[src/rtl/hist_pkg.sv]
// Shared types and width checks for the histogram_stream block.
// Optional saturating counters are enabled with the HIST_SATURATE_EN macro.
`ifndef HIST_PKG_SV
`define HIST_PKG_SV

package hist_pkg;

  typedef enum logic [1:0] {
    ACCUM   = 2'd0,
    FLUSH   = 2'd1,
    READOUT = 2'd2
  } hist_state_t;

  // Legal geometry: at least one bin bit, bin index taken from the sample MSBs,
  // and a non-empty counter.
  function automatic bit hist_widths_ok(input int data_w, input int bin_bits,
                                        input int count_w);
    return (bin_bits >= 1) && (bin_bits <= data_w) && (count_w >= 1);
  endfunction

endpackage

// Elaboration-time guard placed inside modules that use the geometry.
`define HIST_ELAB_CHECK(DW, BB, CW) \
  if (!hist_pkg::hist_widths_ok(DW, BB, CW)) begin : g_width_check \
    $error("histogram_stream: need 1 <= C_BIN_BITS <= C_DATA_WIDTH and C_COUNT_WIDTH >= 1"); \
  end

`endif

[src/rtl/histogram_stream_if.sv]
// Pixel-in / bin-count-out handshake bundle for histogram_stream.
// slave: the histogram block; master: pixel source plus readout consumer.
interface histogram_stream_if #(
  parameter int C_DATA_WIDTH  = 8,
  parameter int C_BIN_BITS    = 4,
  parameter int C_COUNT_WIDTH = 16
);
  logic                     valid_i;
  logic                     ready_o;
  logic [C_DATA_WIDTH-1:0]  data_i;
  logic                     last_i;
  logic                     m_valid_o;
  logic                     m_ready_i;
  logic [C_BIN_BITS-1:0]    m_bin_o;
  logic [C_COUNT_WIDTH-1:0] m_data_o;
  logic                     m_last_o;

  modport slave (
    input  valid_i, data_i, last_i, m_ready_i,
    output ready_o, m_valid_o, m_bin_o, m_data_o, m_last_o
  );

  modport master (
    output valid_i, data_i, last_i, m_ready_i,
    input  ready_o, m_valid_o, m_bin_o, m_data_o, m_last_o
  );
endinterface

[src/rtl/hist_bin_counter.sv]
// One histogram bin: increment, clear-on-readout, optional saturation
// (HIST_SATURATE_EN), otherwise wraps modulo 2^C_COUNT_WIDTH.
module hist_bin_counter #(
  parameter int C_COUNT_WIDTH = 16
) (
  input  logic                     clk_i,
  input  logic                     rst_i,
  input  logic                     inc_i,
  input  logic                     clr_i,
  output logic [C_COUNT_WIDTH-1:0] cnt_o
`ifdef HIST_SATURATE_EN
  ,
  output logic                     sat_evt_o
`endif
);

`ifdef HIST_SATURATE_EN
  localparam logic [C_COUNT_WIDTH-1:0] CNT_MAX = '1;

  function automatic logic [C_COUNT_WIDTH-1:0] next_count(input logic [C_COUNT_WIDTH-1:0] c);
    return (c == CNT_MAX) ? c : c + 1'b1;
  endfunction

  // An increment that finds the counter already full is a saturation event.
  assign sat_evt_o = inc_i && !clr_i && (cnt_o == CNT_MAX);
`else
  function automatic logic [C_COUNT_WIDTH-1:0] next_count(input logic [C_COUNT_WIDTH-1:0] c);
    return c + 1'b1;
  endfunction
`endif

  // Clear wins over increment; increments never coincide with readout anyway.
  always_ff @(posedge clk_i) begin
    if (rst_i || clr_i) begin
      cnt_o <= '0;
    end else if (inc_i) begin
      cnt_o <= next_count(cnt_o);
    end
  end

endmodule

[src/rtl/histogram_stream.sv]
// Streaming histogram: bins pixel MSBs, and on the frame's last beat streams
// every bin count out over a valid/ready port, clearing each bin as it goes.
// Optional macro HIST_SATURATE_EN: saturating bins plus sticky sat_o port.
module histogram_stream #(
  parameter int C_DATA_WIDTH  = 8,
  parameter int C_BIN_BITS    = 4,
  parameter int C_COUNT_WIDTH = 16
) (
  input  logic               clk_i,
  input  logic               rst_i,
  histogram_stream_if.slave  s
`ifdef HIST_SATURATE_EN
  ,
  output logic               sat_o
`endif
);

  import hist_pkg::*;

  `HIST_ELAB_CHECK(C_DATA_WIDTH, C_BIN_BITS, C_COUNT_WIDTH)

  localparam int                    NBINS    = 1 << C_BIN_BITS;
  localparam logic [C_BIN_BITS-1:0] LAST_BIN = '1;

  hist_state_t              state_q, state_d;
  logic [C_BIN_BITS-1:0]    ptr_q, ptr_d;
  logic                     accept;
  logic                     rd_hs;
  logic                     vld_p1;
  logic                     last_p1;
  logic [C_BIN_BITS-1:0]    idx_p1;
  logic [C_COUNT_WIDTH-1:0] cnt [NBINS];
  logic                     unused_data_lsbs;
`ifdef HIST_SATURATE_EN
  logic [NBINS-1:0]         sat_vec;
`endif

  // Only the MSBs select a bin; the remaining sample bits are intentionally dropped.
  assign unused_data_lsbs = ^s.data_i;

  assign accept = s.valid_i && s.ready_o;
  assign rd_hs  = (state_q == READOUT) && s.m_ready_i;

  // Stage 1: register bin index and frame-end flag of each accepted beat
  always_ff @(posedge clk_i) begin
    if (rst_i) begin
      vld_p1 <= 1'b0;
    end else begin
      vld_p1 <= accept;
    end
    if (accept) begin
      idx_p1  <= s.data_i[C_DATA_WIDTH-1 -: C_BIN_BITS];
      last_p1 <= s.last_i;
    end
  end

  // Stage 2: the addressed bin counts the beat; readout clears the bin it hands over
  for (genvar b = 0; b < NBINS; b++) begin : g_bin
    logic inc_b;
    logic clr_b;

    assign inc_b = vld_p1 && (idx_p1 == C_BIN_BITS'(b));
    assign clr_b = rd_hs && (ptr_q == C_BIN_BITS'(b));

    hist_bin_counter #(
      .C_COUNT_WIDTH (C_COUNT_WIDTH)
    ) u_cnt (
      .clk_i     (clk_i),
      .rst_i     (rst_i),
      .inc_i     (inc_b),
      .clr_i     (clr_b),
      .cnt_o     (cnt[b])
`ifdef HIST_SATURATE_EN
      ,
      .sat_evt_o (sat_vec[b])
`endif
    );
  end

  // FSM state and read pointer
  always_ff @(posedge clk_i) begin
    if (rst_i) begin
      state_q <= ACCUM;
      ptr_q   <= '0;
    end else begin
      state_q <= state_d;
      ptr_q   <= ptr_d;
    end
  end

  // Next state, readout mux and handshake outputs. Input is refused while the
  // last beat sits in stage 1 so the next frame cannot leak into this readout.
  always_comb begin
    state_d     = state_q;
    ptr_d       = ptr_q;
    s.ready_o   = 1'b0;
    s.m_valid_o = 1'b0;
    s.m_bin_o   = '0;
    s.m_data_o  = '0;
    s.m_last_o  = 1'b0;
    unique case (state_q)
      ACCUM: begin
        s.ready_o = !(vld_p1 && last_p1);
        if (vld_p1 && last_p1) begin
          state_d = FLUSH;
        end
      end
      FLUSH: begin
        state_d = READOUT;
        ptr_d   = '0;
      end
      READOUT: begin
        s.m_valid_o = 1'b1;
        s.m_bin_o   = ptr_q;
        s.m_data_o  = cnt[ptr_q];
        s.m_last_o  = (ptr_q == LAST_BIN);
        if (rd_hs) begin
          ptr_d = ptr_q + 1'b1;
          if (ptr_q == LAST_BIN) begin
            state_d = ACCUM;
          end
        end
      end
      default: begin
        state_d = ACCUM;
      end
    endcase
  end

`ifdef HIST_SATURATE_EN
  // Sticky saturation flag, dropped once the final bin has been handed over
  always_ff @(posedge clk_i) begin
    if (rst_i || (rd_hs && (ptr_q == LAST_BIN))) begin
      sat_o <= 1'b0;
    end else if (|sat_vec) begin
      sat_o <= 1'b1;
    end
  end
`endif

endmodule

[src/flat_wrapper.sv]
// flat-port wrapper written by rule: the top's interface ports become plain ports
module histogram_stream_flat import hist_pkg::*;
#(
  parameter int C_DATA_WIDTH  = 8,
  parameter int C_BIN_BITS    = 4,
  parameter int C_COUNT_WIDTH = 16
)
  (clk_i, rst_i, s_valid_i, s_data_i, s_last_i, s_m_ready_i, s_ready_o, s_m_valid_o, s_m_bin_o, s_m_data_o, s_m_last_o);
  histogram_stream_if #(.C_DATA_WIDTH(C_DATA_WIDTH), .C_BIN_BITS(C_BIN_BITS), .C_COUNT_WIDTH(C_COUNT_WIDTH)) s_i ();
  input  logic clk_i;
  input  logic rst_i;
  input wire logic [$bits(s_i.valid_i)-1:0] s_valid_i;
  input wire logic [$bits(s_i.data_i)-1:0] s_data_i;
  input wire logic [$bits(s_i.last_i)-1:0] s_last_i;
  input wire logic [$bits(s_i.m_ready_i)-1:0] s_m_ready_i;
  output wire logic [$bits(s_i.ready_o)-1:0] s_ready_o;
  output wire logic [$bits(s_i.m_valid_o)-1:0] s_m_valid_o;
  output wire logic [$bits(s_i.m_bin_o)-1:0] s_m_bin_o;
  output wire logic [$bits(s_i.m_data_o)-1:0] s_m_data_o;
  output wire logic [$bits(s_i.m_last_o)-1:0] s_m_last_o;
  assign s_i.valid_i = s_valid_i;
  assign s_i.data_i = s_data_i;
  assign s_i.last_i = s_last_i;
  assign s_i.m_ready_i = s_m_ready_i;
  assign s_ready_o = s_i.ready_o;
  assign s_m_valid_o = s_i.m_valid_o;
  assign s_m_bin_o = s_i.m_bin_o;
  assign s_m_data_o = s_i.m_data_o;
  assign s_m_last_o = s_i.m_last_o;
  histogram_stream #(.C_DATA_WIDTH(C_DATA_WIDTH), .C_BIN_BITS(C_BIN_BITS), .C_COUNT_WIDTH(C_COUNT_WIDTH)) u_core (.clk_i(clk_i), .rst_i(rst_i), .s(s_i));
endmodule
[config.mk]
export PLATFORM = sky130hd
export DESIGN_NAME = histogram_stream_flat
export DESIGN_NICKNAME = d
export VERILOG_FILES = /design/src/rtl/hist_pkg.sv /design/src/rtl/histogram_stream_if.sv /design/src/rtl/hist_bin_counter.sv /design/src/rtl/histogram_stream.sv /design/src/flat_wrapper.sv
export SDC_FILE = /design/constraint.sdc
export NUM_CORES = 1
export LEC_CHECK = 0
export BUFFER_PORTS_ARGS = -buffer_cell sky130_fd_sc_hd__buf_2
export CORE_MARGIN = 2
export CORE_UTILIZATION = 63
export CTS_CLUSTER_DIAMETER = 120
export CTS_CLUSTER_SIZE = 40
export DETAILED_ROUTE_END_ITERATION = 10
export PLACE_DENSITY = 0.8
export SYNTH_ARGS = -nofsm -noshare
export SYNTH_HDL_FRONTEND = slang
export SYNTH_SLANG_ARGS = --single-unit
[constraint.sdc]
create_clock -name clk_i -period 3.1 [get_ports clk_i]
set_input_delay 0.155 -clock clk_i [delete_from_list [all_inputs] [get_ports clk_i]]
set_output_delay 0.155 -clock clk_i [all_outputs]
set_load 0.05 [all_outputs]
==> results.py <==
metrics = {
    "hold_path": {
        "holdPathStages": 2,
        "hold_class": "in -> reg",
    },
    "status": {
        "status": "finished, final reports clean",
    },
    "clock_network": {
        "cts_tree": "yes",
        "clk_pin_slew_ns": 0.15,
        "clk_latency_ns": 0.51,
        "cts_root_buffer": "clkbuf_16",
        "cts_setup_buffers": 0,
        "cts_sinks": 268,
        "clock_path_buffers": 3,
        "cts.htree.levels": 1,
        "cts_made_buffers": 10,
    },
    "critical_path": {
        "required_ns": 2.94,
        "worst_path_max_delay_cell": "dfxtp_1",
        "crit_arrival_ns": 2.86,
        "start_kind": "register",
        "crit_path_cell_trace": "nor2b_1 -> buf_4 -> a22oi_1 -> nand3_1 -> o21ai_0 -> buf_2",
        "path_max_fanout": 17,
        "cpPeakStageDelay_ns": 0.69,
        "reg2regPathDepth": 5,
        "cp-end-kind": "primary output",
        "r2r_slack_ns": 0.32,
        "critPathKind": "reg -> out",
    },
    "timing": {
        "tightest_slew_ns": 0.950,
        "fmax_ghz": 0.332,
        "setup-violations-final": 0,
        "period_minus_slack_ns": 3.02,
        "hold_viol": 0,
        "slew_viol_final": 0,
        "fin_tns_setup_ns": 0,
        "rsz0062_at_grt": "no",
        "post-route-period-util_pct": 97.3,
        "slew_headroom_pct": 36.6,
        "fin_skew_ns": 0.0232,
    },
    "route": {
        "first_pass_iters": 8,
        "wl_per_cell_um": 19.7,
        "viasPerCell": 6.64,
        "drt_iter0_drc": 1043,
        "vias": 13284,
        "route.detailed.drc": 0,
        "ant_nets": 0,
        "routed_wl_um": 39500,
    },
    "global_route": {
        "grt_first_pass_wirelength_um": 62400,
        "track_usage_pct": 31.9,
        "grt_max_degree": 42,
        "gr-total-overflow": 0,
        "grt_pass1_vias": 11988,
        "antenna_found_initial": 2,
    },
    "layout": {
        "drive_gt1_share_pct": 6.88,
        "nNetsFinal": 1746,
        "nFillCells": 1854,
        "stdcell_count": 2002,
        "area_growth_pct": 5.64,
        "seqCellArea_um2": 5420,
        "multi_input_comb_area_um2": 8720,
    },
    "synth": {
        "syn_nets": 1753,
        "ys_async_sr_fraction_pct": 0,
        "syn_area_per_cell_um2": 8.51,
        "ys_warn_count": 0,
        "syn-cell-area_um2": 14600,
        "synth-seq-cells": 268,
        "synth_edf_count": 5,
        "synth.top_cell.area_share_pct": 36.0,
        "synth_cell_types": 55,
        "synth_top_cell_by_area": "dfxtp_1",
        "synth_area_leaders": "dfxtp_1 (36%), mux2i_1 (6.8%), xnor2_1 (5.7%)",
        "postSynthCellCount": 1720,
        "synthFlopType": "dfxtp_1",
        "ys_seq_area_share_pct": 37.0,
    },
    "placed_design": {
        "dp_cells": 1981,
        "port_buffers": 31,
        "place.gp.congestion": 1.01,
        "dp_hpwl_um": 28900,
    },
    "job": {
        "max-cap-violations": 0,
    },
    "floorplan": {
        "die_h_um": 156,
        "dieArea_um2": 24500,
        "core.rowCount": 55,
        "start_util_pct": 64.4,
        "die_x_um": 156,
        "pin_count": 36,
        "core_um2": 22700,
    },
    "power_and_ir_drop": {
        "p_per_area_nw_per_um2": 356,
        "ir_drop_mv": 0.377,
        "p_leak_nw": 4.60,
    },
}
## per-stage QoR
| stage | cell area, µm² | util (%) | hold slack [ns] | setup WS [ns] | power (mW) |
|---|---|---|---|---|---|
| floorplan | 14600 | - | 0.254 | 0.376 | 3.72 |
| global placement | 15100 | 66.5 | 0.338 | 0.473 | 3.79 |
| detailed placement | 15100 | 66.5 | 0.337 | 0.431 | 3.80 |
| CTS | 15400 | 68.0 | 0.0667 | 0.0689 | 5.51 |
| global route | 15500 | 68.1 | 0.104 | 0.0108 | 5.64 |
| finish | 15500 | 68.1 | 0.0834 | 0.0839 | 5.50 |
## timing repair
action | in CTS | in global routing
endpoints found under the setup margin | 0 | 16
hold endpoints to repair | 5 | 0
hold buffers | 5 | 0
gates resized for setup | 0 | 2
## worst paths after layout
path / to / start
worst max-delay path: s_m_data_o[15] / u_core.ptr_q[2]
worst min register to register: u_core.g_bin[11].u_cnt.cnt_o[15] / u_core.g_bin[11].u_cnt.cnt_o[15]
worst max register to register: u_core.g_bin[2].u_cnt.cnt_o[12] / u_core.idx_p1[0]
worst min-delay path: u_core.ptr_q[0] / rst_i
## logic make-up after synthesis
kind of cell / Yosys count / synth area share, %
multiplexers: 115 / 9.24
XOR/XNOR: 144 / 8.62
buffers and inverters: 129 / 3.46
AO/OA/AOI/OAI: 304 / 12.5
flip-flops: 268 / 37.0
AND/OR/NAND/NOR: 740 / 27.4
adder cells (fa/ha/maj): 20 / 1.71
## registers in the layout, indices dropped and copies added, names as in the netlist
| name | cells |
|---|---|
| u_core.g_bin.u_cnt.cnt_o | 256 |
| u_core.idx_p1 | 4 |
| u_core.ptr_q | 4 |
| u_core.state_q | 2 |
| u_core.last_p1 | 1 |
| u_core.vld_p1 | 1 |
## cells in the final DEF (no fill, tap or decap), types with 7 or more instances in the layout
cell | synthesis | routed
nor3_1 | 33 | 33
nor2_1 | 185 | 184
nand3_1 | 109 | 109
nand4b_1 | 16 | 16
mux4_2 | 16 | 16
a21oi_1 | 109 | 109
or3_1 | 76 | 76
buf_2 | 15 | 31
and4_1 | 24 | 24
and3_1 | 17 | 17
clkbuf_16 | 0 | 11
inv_1 | 38 | 38
and2_1 | 12 | 12
nor4_1 | 36 | 36
a31o_2 | 8 | 8
mux2i_1 | 99 | 99
nand2b_1 | 7 | 7
ha_1 | 20 | 20
nand2_1 | 91 | 91
o31ai_1 | 19 | 19
o21ai_0 | 97 | 97
xor2_1 | 48 | 48
or4_1 | 28 | 28
nand4_1 | 64 | 64
nor2b_1 | 8 | 7
dfxtp_1 | 263 | 262
a22oi_1 | 32 | 32
buf_4 | 1 | 33
a21o_1 | 7 | 7
xnor2_1 | 96 | 96
a221o_1 | 16 | 16
## cells in the mapped netlist, drive strengths merged (4+ instances only)
library cell	count
or3	76
and3	17
xnor2	96
or4	28
a41o	4
dfxtp	263
nor2b	8
nor4bb	4
clkbuf	60
edfxtp	5
a31o	8
nor4	38
nand2	91
nand3b	4
inv	38
o21ai	97
nand4	64
nor3	33
ha	20
xor2	48
mux2i	99
a21oi	109
nor2	185
nand4b	17
a21o	7
and2	12
buf	31
and4	24
mux4	16
a22oi	32
nand2b	7
a221o	16
o31ai	19
nand3	109
and3b	5
## worst max-delay path: cells and delay by family (launching register included)
family                 cells  cell delay [ns]
buffers and inverters      2             0.58
and+or+nand+nor            2             0.73
DFF                        1             0.69
AOI/OAI and AO/OA          2             0.35
## layout make-up
class	instances	area share (%)
antenna	1	0.0162
clock buffer	14	1.85
clock inverter	1	0.105
inverter	38	0.923
multi-input combinational	1323	56.4
sequential	268	35.1
tap	285	2.31
timing repair buffer	72	3.32
## per-layer routing
layer	share of wire (%)	GRT usage, %	vias to the layer above	routed length (µm)
met4	4.9	14.4	0	1920
met1	42	42.4	6364	16500
met3	7.3	4.90	108	2880
met5	0	0	-	0
met2	46	51.5	497	18100
li1	-	-	6315	-
## power breakdown
part | internal [mW] | switching [mW]
Combinational | 0.0696 | 0.170
Sequential | 3.47 | 0.0323
Clock | 0.669 | 1.09
(Power assumes the default switching activity.)
